<file path="config.mk">
export PLATFORM = sky130hd
export DESIGN_NAME = channel_err_inj
export DESIGN_NICKNAME = d
export VERILOG_FILES = /design/src/rtl/channel_err_inj.sv
export SDC_FILE = /design/constraint.sdc
export NUM_CORES = 1
export LEC_CHECK = 0
export ABC_AREA = 1
export CORE_UTILIZATION = 49
export CTS_CLUSTER_SIZE = 12
export DETAILED_ROUTE_END_ITERATION = 12
export GPL_TIMING_DRIVEN = 1
export PLACE_DENSITY = 0.8
export SYNTH_ARGS = -nofsm -noshare
export SYNTH_HDL_FRONTEND = slang
export SYNTH_SLANG_ARGS = --single-unit
</file>
<file path="constraint.sdc">
create_clock -name clk -period 2.2 [get_ports clk]
set_input_delay 0.22 -clock clk [delete_from_list [all_inputs] [get_ports clk]]
set_output_delay 0.22 -clock clk [all_outputs]
set_load 0.005 [all_outputs]
</file>
<file path="src/rtl/channel_err_inj.sv">
// ---------------------------------------------------------------------------
// channel_err_inj
//   Channel-error injector placed between the rate-1/2 convolutional encoder
//   and the Viterbi decoder. Each accepted 2-bit symbol is re-timed by one
//   register stage and may be corrupted. The corruption mode is one of
//   clean, periodic, pseudo-random or burst. The block also reports the clean
//   reference symbol and saturating symbol / bit-error counters.
//
// Parameters
//   PERIOD    : injection period in accepted symbols (periodic/burst), >= 2
//   BURST     : corrupted symbols per burst, 1..PERIOD-1
//   LFSR_SEED : reset/reseed value of the random-mode LFSR, nonzero
//   CNT_W     : width of the symbol and bit-error counters
//
// Ports
//   clk          : clock
//   rst          : asynchronous active-low reset
//   valid_i      : sym_i valid
//   sym_i        : encoder output symbol
//   mode_i       : 00 clean, 01 periodic, 10 random, 11 burst
//   mask_i       : bits inverted in periodic/burst modes
//   thresh_i     : random-mode threshold (corrupt when lfsr[7:0] < thresh_i)
//   clr_i        : synchronous clear of counters, index, FSM and LFSR
//   valid_o      : sym_o valid
//   sym_o        : possibly corrupted symbol
//   sym_clean_o  : uncorrupted copy of sym_o
//   err_o        : sym_o differs from sym_clean_o
//   sym_ct_o     : accepted-symbol count (saturating)
//   bit_err_ct_o : total inverted bits (saturating)
// ---------------------------------------------------------------------------
module channel_err_inj #(
    parameter int          PERIOD    = 8,
    parameter int          BURST     = 2,
    parameter logic [15:0] LFSR_SEED = 16'hACE1,
    parameter int          CNT_W     = 16
) (
    input  logic             clk,
    input  logic             rst,
    input  logic             valid_i,
    input  logic [1:0]       sym_i,
    input  logic [1:0]       mode_i,
    input  logic [1:0]       mask_i,
    input  logic [7:0]       thresh_i,
    input  logic             clr_i,
    output logic             valid_o,
    output logic [1:0]       sym_o,
    output logic [1:0]       sym_clean_o,
    output logic             err_o,
    output logic [CNT_W-1:0] sym_ct_o,
    output logic [CNT_W-1:0] bit_err_ct_o
);

    localparam int IW = (PERIOD > 2) ? $clog2(PERIOD) : 1;
    localparam int RW = $clog2(PERIOD + 1);

    typedef enum logic {
        IDLE,
        ACTIVE
    } state_t;

    state_t          state;
    logic [IW-1:0]   idx;
    logic [RW-1:0]   burst_rem;
    logic [15:0]     lfsr;

    logic            trigger;
    logic [1:0]      flip;
    logic [1:0]      rand_flip;
    logic [1:0]      flip_pop;
    logic [15:0]     lfsr_nx;
    logic [IW-1:0]   idx_nx;
    logic [CNT_W-1:0] sym_ct_nx;
    logic [CNT_W:0]   bit_sum;
    logic [CNT_W-1:0] bit_ct_nx;

    always_comb begin
        trigger   = (idx == '0);
        // A zero random pattern would be a silent "hit"; force bit0 instead.
        rand_flip = (lfsr[9:8] == 2'b00) ? 2'b01 : lfsr[9:8];
        flip      = '0;
        case (mode_i)
            2'b01: if (trigger) flip = mask_i;
            2'b10: if (lfsr[7:0] < thresh_i) flip = rand_flip;
            2'b11: if (state == ACTIVE || trigger) flip = mask_i;
            default: flip = '0;
        endcase

        // Galois right-shift form of x^16+x^14+x^13+x^11+1.
        lfsr_nx  = {1'b0, lfsr[15:1]} ^ (lfsr[0] ? 16'hB400 : 16'h0000);
        idx_nx   = (idx == IW'(PERIOD - 1)) ? '0 : idx + 1'b1;
        flip_pop = {1'b0, flip[0]} + {1'b0, flip[1]};

        sym_ct_nx = (&sym_ct_o) ? sym_ct_o : sym_ct_o + 1'b1;
        bit_sum   = {1'b0, bit_err_ct_o} + {{(CNT_W-1){1'b0}}, flip_pop};
        bit_ct_nx = bit_sum[CNT_W] ? '1 : bit_sum[CNT_W-1:0];
    end

    always_ff @(posedge clk or negedge rst) begin
        if (!rst) begin
            valid_o      <= 1'b0;
            sym_o        <= '0;
            sym_clean_o  <= '0;
            err_o        <= 1'b0;
            sym_ct_o     <= '0;
            bit_err_ct_o <= '0;
            idx          <= '0;
            state        <= IDLE;
            burst_rem    <= '0;
            lfsr         <= LFSR_SEED;
        end else if (clr_i) begin
            // A symbol arriving with clear is forwarded uncorrupted and uncounted.
            valid_o      <= valid_i;
            if (valid_i) begin
                sym_o       <= sym_i;
                sym_clean_o <= sym_i;
                err_o       <= 1'b0;
            end
            sym_ct_o     <= '0;
            bit_err_ct_o <= '0;
            idx          <= '0;
            state        <= IDLE;
            burst_rem    <= '0;
            lfsr         <= LFSR_SEED;
        end else begin
            valid_o <= valid_i;
            if (valid_i) begin
                sym_o        <= sym_i ^ flip;
                sym_clean_o  <= sym_i;
                err_o        <= |flip;
                sym_ct_o     <= sym_ct_nx;
                bit_err_ct_o <= bit_ct_nx;
                idx          <= idx_nx;
                lfsr         <= lfsr_nx;
            end

            // Burst FSM: leaving burst mode aborts any burst on the next edge,
            // even without a valid symbol.
            if (mode_i != 2'b11) begin
                state     <= IDLE;
                burst_rem <= '0;
            end else if (valid_i) begin
                if (state == ACTIVE) begin
                    if (burst_rem <= RW'(1)) begin
                        state     <= IDLE;
                        burst_rem <= '0;
                    end else begin
                        burst_rem <= burst_rem - 1'b1;
                    end
                end else if (trigger && BURST > 1) begin
                    state     <= ACTIVE;
                    burst_rem <= RW'(BURST - 1);
                end
            end
        end
    end

endmodule

</file>
### After elaboration in Yosys (flattened, before gate mapping)

Cells that the tools add are included.

| cells by class | value |
|---|---|
| $add $sub $neg | 5 |
| magnitude comparators | 2 |
| equal/unequal tests | 6 |
| multiplexer cells | 35 |
| bitwise gates (word level) | 2 |
| reduce and logical (&&, ||, !) cells | 10 |

Operators by type and width:

| kind | count |
|---|---|
| two-way mux 16 bit | 9 |
| two-way mux 4 bit | 6 |
| adder 16 x 2 -> 17 bit | 1 |
| adder 16 x 1 -> 16 bit (second input constant) | 1 |
| AND reduction 16 bit | 1 |
| bitwise XOR 15 x 16 -> 16 bit | 1 |
| two-way mux 2 bit | 7 |
| two-way mux 1 bit | 9 |
| two-way mux 3 bit | 3 |
| < comparator 8 bit | 1 |
| one-hot mux 2 bit (3 select lines) | 1 |
| == test 2 bit (second input constant) | 2 |
| <= comparator 4 x 1 -> 1 bit (second input constant) | 1 |
| inequality test 2 bit (second input constant) | 2 |
| AND reduction 2 bit | 2 |
| nonzero test 4 bit | 1 |
| subtractor 4 x 1 -> 4 bit (second input constant) | 1 |
| adder 3 x 1 -> 3 bit (second input constant) | 1 |
| == test 3 bit (second input constant) | 1 |
| zero test 3 bit | 1 |
| nonzero test 3 bit | 1 |
| adder 1 x 1 -> 2 bit | 1 |
| == test 2 x 1 -> 1 bit (second input constant) | 1 |
| zero test 2 bit | 1 |
| other kinds (4) | 4 |

| word-level totals | value |
|---|---|
| register bits | 62 |
| output and inout bits | 38 |

### Depth between registers and ports, before layout

Gate-level depths: netlist of the first run.

| logic depth | value |
|---|---|
| depth in word-level cells | 9 |
| mapped depth | 19 |

### Least setup slack after synthesis of the first run

No wires, ideal clock.

| timing | value |
|---|---|
| path type | register to register |
| from | register lfsr[7] |
| to | register bit_err_ct_o[11] |
| setup time | 0.130 ns |
| data arrival time | 2.336 ns |
| required time | 2.070 ns |
| path slack | -0.266 ns |
| stages on the path, launching flop included | 15 |
| path buffers | 1 |
| clock period less this slack | 2.466 ns |
| cells stage by stage | dfstp_2 ha_1 nand2_1 o21a_1 nand3_1 nand2_1 fa_1 ha_1 nand3_2 nor3_2 nand2_1 nor2_1 buf_4 o21ai_0 o21ai_0 |

| between the ends | value |
|---|---|
| word-level cells in the longest chain between the ends | 8 |

RTL lines:

| element | line | RTL |
|---|---|---|
| start: declaration | 64 | `logic [15:0] lfsr;` |
| start signal: assignment | 133 | `lfsr <= lfsr_nx;` |
| < comparator 8 bit | 83 | `2'b10: if (lfsr[7:0] < thresh_i) flip = rand_flip;` |
| two-way mux 2 bit | 83 |  |
| one-hot mux 2 bit (3 select lines) | 81 | `case (mode_i)` |
| adder 1 x 1 -> 2 bit | 91 | `flip_pop = {1'b0, flip[0]} + {1'b0, flip[1]};` |
| adder 16 x 2 -> 17 bit | 94 | `bit_sum = {1'b0, bit_err_ct_o} + {{(CNT_W-1){1'b0}}, flip_pop};` |
| two-way mux 16 bit | 95 | `bit_ct_nx = bit_sum[CNT_W] ? '1 : bit_sum[CNT_W-1:0];` |
| two-way mux 16 bit | 126 | `if (valid_i) begin` |
| two-way mux 16 bit | 110 | `end else if (clr_i) begin` |
| end signal: assignment | 131 | `bit_err_ct_o <= bit_ct_nx;` |
| end: declaration | 50 | `output logic [CNT_W-1:0] bit_err_ct_o` |

Every way passes these cells. The select of a mux whose other input is x is not followed.
A chain may end at the register's enable or synchronous reset.

### Final worst setup path of the first run

| timing | value |
|---|---|
| from | register lfsr[7] |
| to | register bit_err_ct_o[14] |

The elaborated chain is that of the path after synthesis.

==> metrics.md, run 1 <==
| Metric | Value |
|---|---|
| Uppermost signal routing layer after detailed routing | met4 |
| Largest area contributor in the synthesized netlist | dfrtp_1 |
| Last element of the critical path | bit_err_ct_o[14] |
| Worst setup path category | reg2reg |
| Number of antenna repair diodes | 0 |
| Critical path startpoint category | register |
| Synth-to-Final Area Change | 31.7% |
| Die Wd | between 80 and 90 microns |
| Sequential cell fraction of total power | 50.4% |
| Worst Max-Slew Pin Slew | 0.582 ns |
| Crit path arrival time | 2.88 ns |
| Total power density per cell area | around 520 nW/um^2 |
| WL per Instance | 14.0 microns |
| Psw | roughly 640 uW |
| Portion of the clock cycle consumed by the worst path in the final layout | 119% |
| Vias in the first global route | 3,099 |
| DR pass1 iterations | 5 |
| Total core area | 6870 sq um |
| Yosys warning count | 0 |
| Share of layout cells above drive strength 1 | 18.1% |
| Clock insertion delay at the later pin of the skew report | 0.34 ns |
| Remaining antenna violation count after routing | 0 |
| Endpoint of the most critical register-to-register path | bit_err_ct_o[14] |
| Worst-path cell chain | ha_4 -> a21oi_2 -> o21a_1 -> nand3_2 -> nand2_2 -> fa_2 -> ha_4 -> nand3_4 -> nor3_4 -> nand2_2 -> nor2_2 -> nand2_2 -> nand2_1 -> o21ai_1 -> o21ai_1 |
| Unrepaired setup endpoints after global routing | true |
| Proportion of total power due to net switching | 26.5% |
| Seq cells post-synth | 62 |
| Final count of hold timing violations | 0 |
| Max-slew violation count | 0 |
| RD Place Congestion | 0.887 |
| Final standard cell count with taps included and fillers excluded | 620 |
| Proportion of register bits with asynchronous set or reset after synthesis | 100% |
| Placed Cells | 599 |
| Yosys top cell area share | a little under two fifths |
| HPWL after detailed placement | 6.21 mm |
| CP startpoint | lfsr[7] |
| Final Net Count | between 500 and 600 |
| Clock Path Buffers | 2 |
| Post-route core utilization | 67.8% |
| Internal power component | between 1.5 and 2 mW |
| Setup slack on the worst flop-to-flop path | -0.42 ns |
| Met2 layer wire length in the routed design | 4.12 mm |
| GRT Overall Usage | approximately a quarter |
| # clock sinks | 62 |
| Drt drc | 0 |
| Overall die height | around 87 microns |
| FMAX | approximately 0.38 GHz |
| Part of the total power dissipated in the clock network | 35.7% |
| DR vias/cell | around 5.3 |
| Die Outline Area | 7560 sq um |
| CTS root buf | clkbuf_8 |
| Number of buffers inserted by port buffering | 55 |
| Required time reported for the critical path endpoint | 2.47 ns |
| Count of different cell masters after synthesis | 38 |
| Capturing element type of the critical path | register |
| Aggregate routed wire length | just under 9 mm |
| Pin count of the biggest net entering global routing | 40 |
| IR drop worst, VDD | approximately 0.31 mV |
| Result of the run | complete, but fails checks |
| Worst-path clk slew | 0.07 ns |
| Most frequently used flop master after synthesis | dfrtp_1 |
| Final worst path period need | ~2.6 ns |
| Final Setup Violations | 16 |
| # H-tree levels | 3 |
| Violations in the final reports | setup timing |
| Sum of routed wire segments on met1 | 3.94 mm |
| Largest cells by area after synthesis | dfrtp_1 38%, nand2_1 9.9%, inv_1 6.2% |
| Standard cell with the maximum stage delay on the critical path | dfstp_2 |
| Highest fanout seen on the critical path | 3 |
| First-pass GRT wire length | 14.0 mm |
| Standby leakage power | 2.09 nW |
| Stage delay of the slowest cell on the critical path | roughly 0.56 ns |
| Number of buffers created by CTS | 9 |
| Overall via count from detail_route | 3,313 |
| Worst path setup slack after routing | -0.415 ns |
| Post-Synthesis Cell Area | 3540 sq um |
| Class of the tightest hold or removal check | in2async |
| TritonCTS clock tree | done |
| Routed length on met3 | 469 microns |
| Antenna violations before repair | 0 |
| Number of flops mapped to enable cells by yosys | 0 |
| Drt initial violations | ~210 |
| CP dominant cell by count | nand2_2 |
| GRT overflow | 0 |
| Startpoint of the lowest-slack register-to-register path | lfsr[7] |
| FP Rows | 30 |
| Number of primary I/O pins | 56 |
| Count of cells along the worst register-to-register path | 15 |
| Cell count after synthesis | 435 |
| Effective utilization at floorplan | 51.5% |
| Avg Synthesized Cell Area | 8.13 sq um |
| Number of max-cap violations | 0 |
| Max transition margin | 61.2% |
| Combinational group share of total power | 13.9% |
| Sequential fraction of the synthesis area | 44.1% |
| Post-synthesis net count | 468 |
| Largest clock skew in the final design | between 0.01 and 0.015 ns |
## kinds of logic after synthesis
family,count (synthesis),synth area share (%)
xor gates and xnor gates,18,4.46
adders and majority gates,15,5.52
and+or+nand+nor,189,24.9
buffers and inverters,74,8.52
AOI/OAI and AO/OA,77,12.5
DFF,62,44.1
## flip-flops by register name (all words and copies together), names as in the netlist
name          cells
bit_err_ct_o     16
burst_rem         4
err_o             1
idx               3
lfsr             16
state             1
sym_clean_o       2
sym_ct_o         16
sym_o             2
valid_o           1
## repair_timing
action / CTS / global route
endpoints found under the hold margin: 18 / 0
buffers inserted: 2 / 2
endpoints found under the setup margin: 16 / 16
pin swaps: 10 / 3
hold buffers: 1 / 0
gates resized for setup: 13 / 11
## metal layers
metal  GRT usage [%]  up-vias
met5               0        -
li1                -     1598
met1            30.2     1583
met3            5.40       18
met2            39.9      114
met4            10.5        0
## stage by stage
stage,area [sq um],power [mW],TNS [ns],hold slack (ns),setup WS (ns)
global placement,4390,1.56,-9.30,0.252,-0.627
CTS,4630,2.44,-5.23,0.438,-0.364
floorplan,3600,1.41,-2.53,-0.0756,-0.202
finish,4660,2.43,-5.78,0.418,-0.415
global route,4660,2.54,-7.97,0.470,-0.545
detailed placement,4390,1.57,-10.80,0.255,-0.708
## power by group through the flow
stage | Sequential, mW | Clock, mW | Combinational (mW)
3_3_place_gp | 1.25 | 0 | 0.313
4_1_cts | 1.23 | 0.878 | 0.338
2_1_floorplan | 1.24 | 0 | 0.163
3_5_place_dp | 1.25 | 0 | 0.328
6_report | 1.23 | 0.869 | 0.338
5_1_grt | 1.23 | 0.934 | 0.378
## Yosys cell counts, drive strengths merged (2+ instances only)
library cell	number
nand2	101
inv	64
dfrtp	54
o21ai	42
nor2	31
nand3	24
nor3	20
xor2	15
ha	14
o22ai	12
a21oi	11
dfstp	8
buf	7
nand4	6
a22oi	5
o31ai	5
clkbuf	3
nand3b	3
xnor2	3
and3	2
## worst max-delay path: cells and delay by family (launching register included)
family,cells,cell delay (ns)
and+or+nand+nor,8,0.93
adders and majority gates,3,0.61
DFF,1,0.56
AOI/OAI and AO/OA,4,0.44
## layout make-up
type                            instances  area, sq um
Clock buffer                           14          153
Fill cell                             551         2210
Tap cell                               96          120
Clock inverter                          2         10.0
Multi-Input combinational cell        299         1790
Inverter                               64          240
Timing Repair Buffer                   83          782
Sequential cell                        62         1560
## placed cells by master (no fill, tap or decap), drive strengths merged, types with 2 or more instances in the layout
cell type	synthesis	layout
nand3	24	24
a21oi	11	11
nor2	31	31
o22ai	12	12
ha	14	14
a22oi	5	5
nand4	6	6
clkinv	0	2
dfstp	8	8
o31ai	5	5
nor3	20	20
buf	7	28
clkdlybuf4s50	0	54
inv	64	64
o21ai	42	42
nand2	101	101
and3	2	2
xnor2	3	3
dfrtp	54	54
nand3b	3	3
xor2	15	15
clkbuf	3	14
## how the worst min path moves through the flow
| stage | start | end | slack [ns] | cells after the start |
|---|---|---|---|---|
| global placement | rst | lfsr[12] | 0.25 | 1 |
| floorplan | rst | bit_err_ct_o[0] | -0.08 | 0 |
| detailed placement | rst | lfsr[12] | 0.26 | 1 |
| finish | rst | bit_err_ct_o[10] | 0.42 | 2 |
| CTS | rst | lfsr[12] | 0.44 | 2 |
| global route | rst | lfsr[12] | 0.47 | 2 |
Note: power is estimated with default switching activity, not from simulation.
==> inputs of run 2 (changes only) <==
--- a/config.mk
+++ b/config.mk
@@ -10,6 +10,7 @@
 export CTS_CLUSTER_SIZE = 12
 export DETAILED_ROUTE_END_ITERATION = 12
 export GPL_TIMING_DRIVEN = 1
+export HOLD_SLACK_MARGIN = 0.12
 export PLACE_DENSITY = 0.8
 export SYNTH_ARGS = -nofsm -noshare
 export SYNTH_HDL_FRONTEND = slang
==> results of run 2 <==
The final DEF is identical to that of run 1; final timing and power are the same.
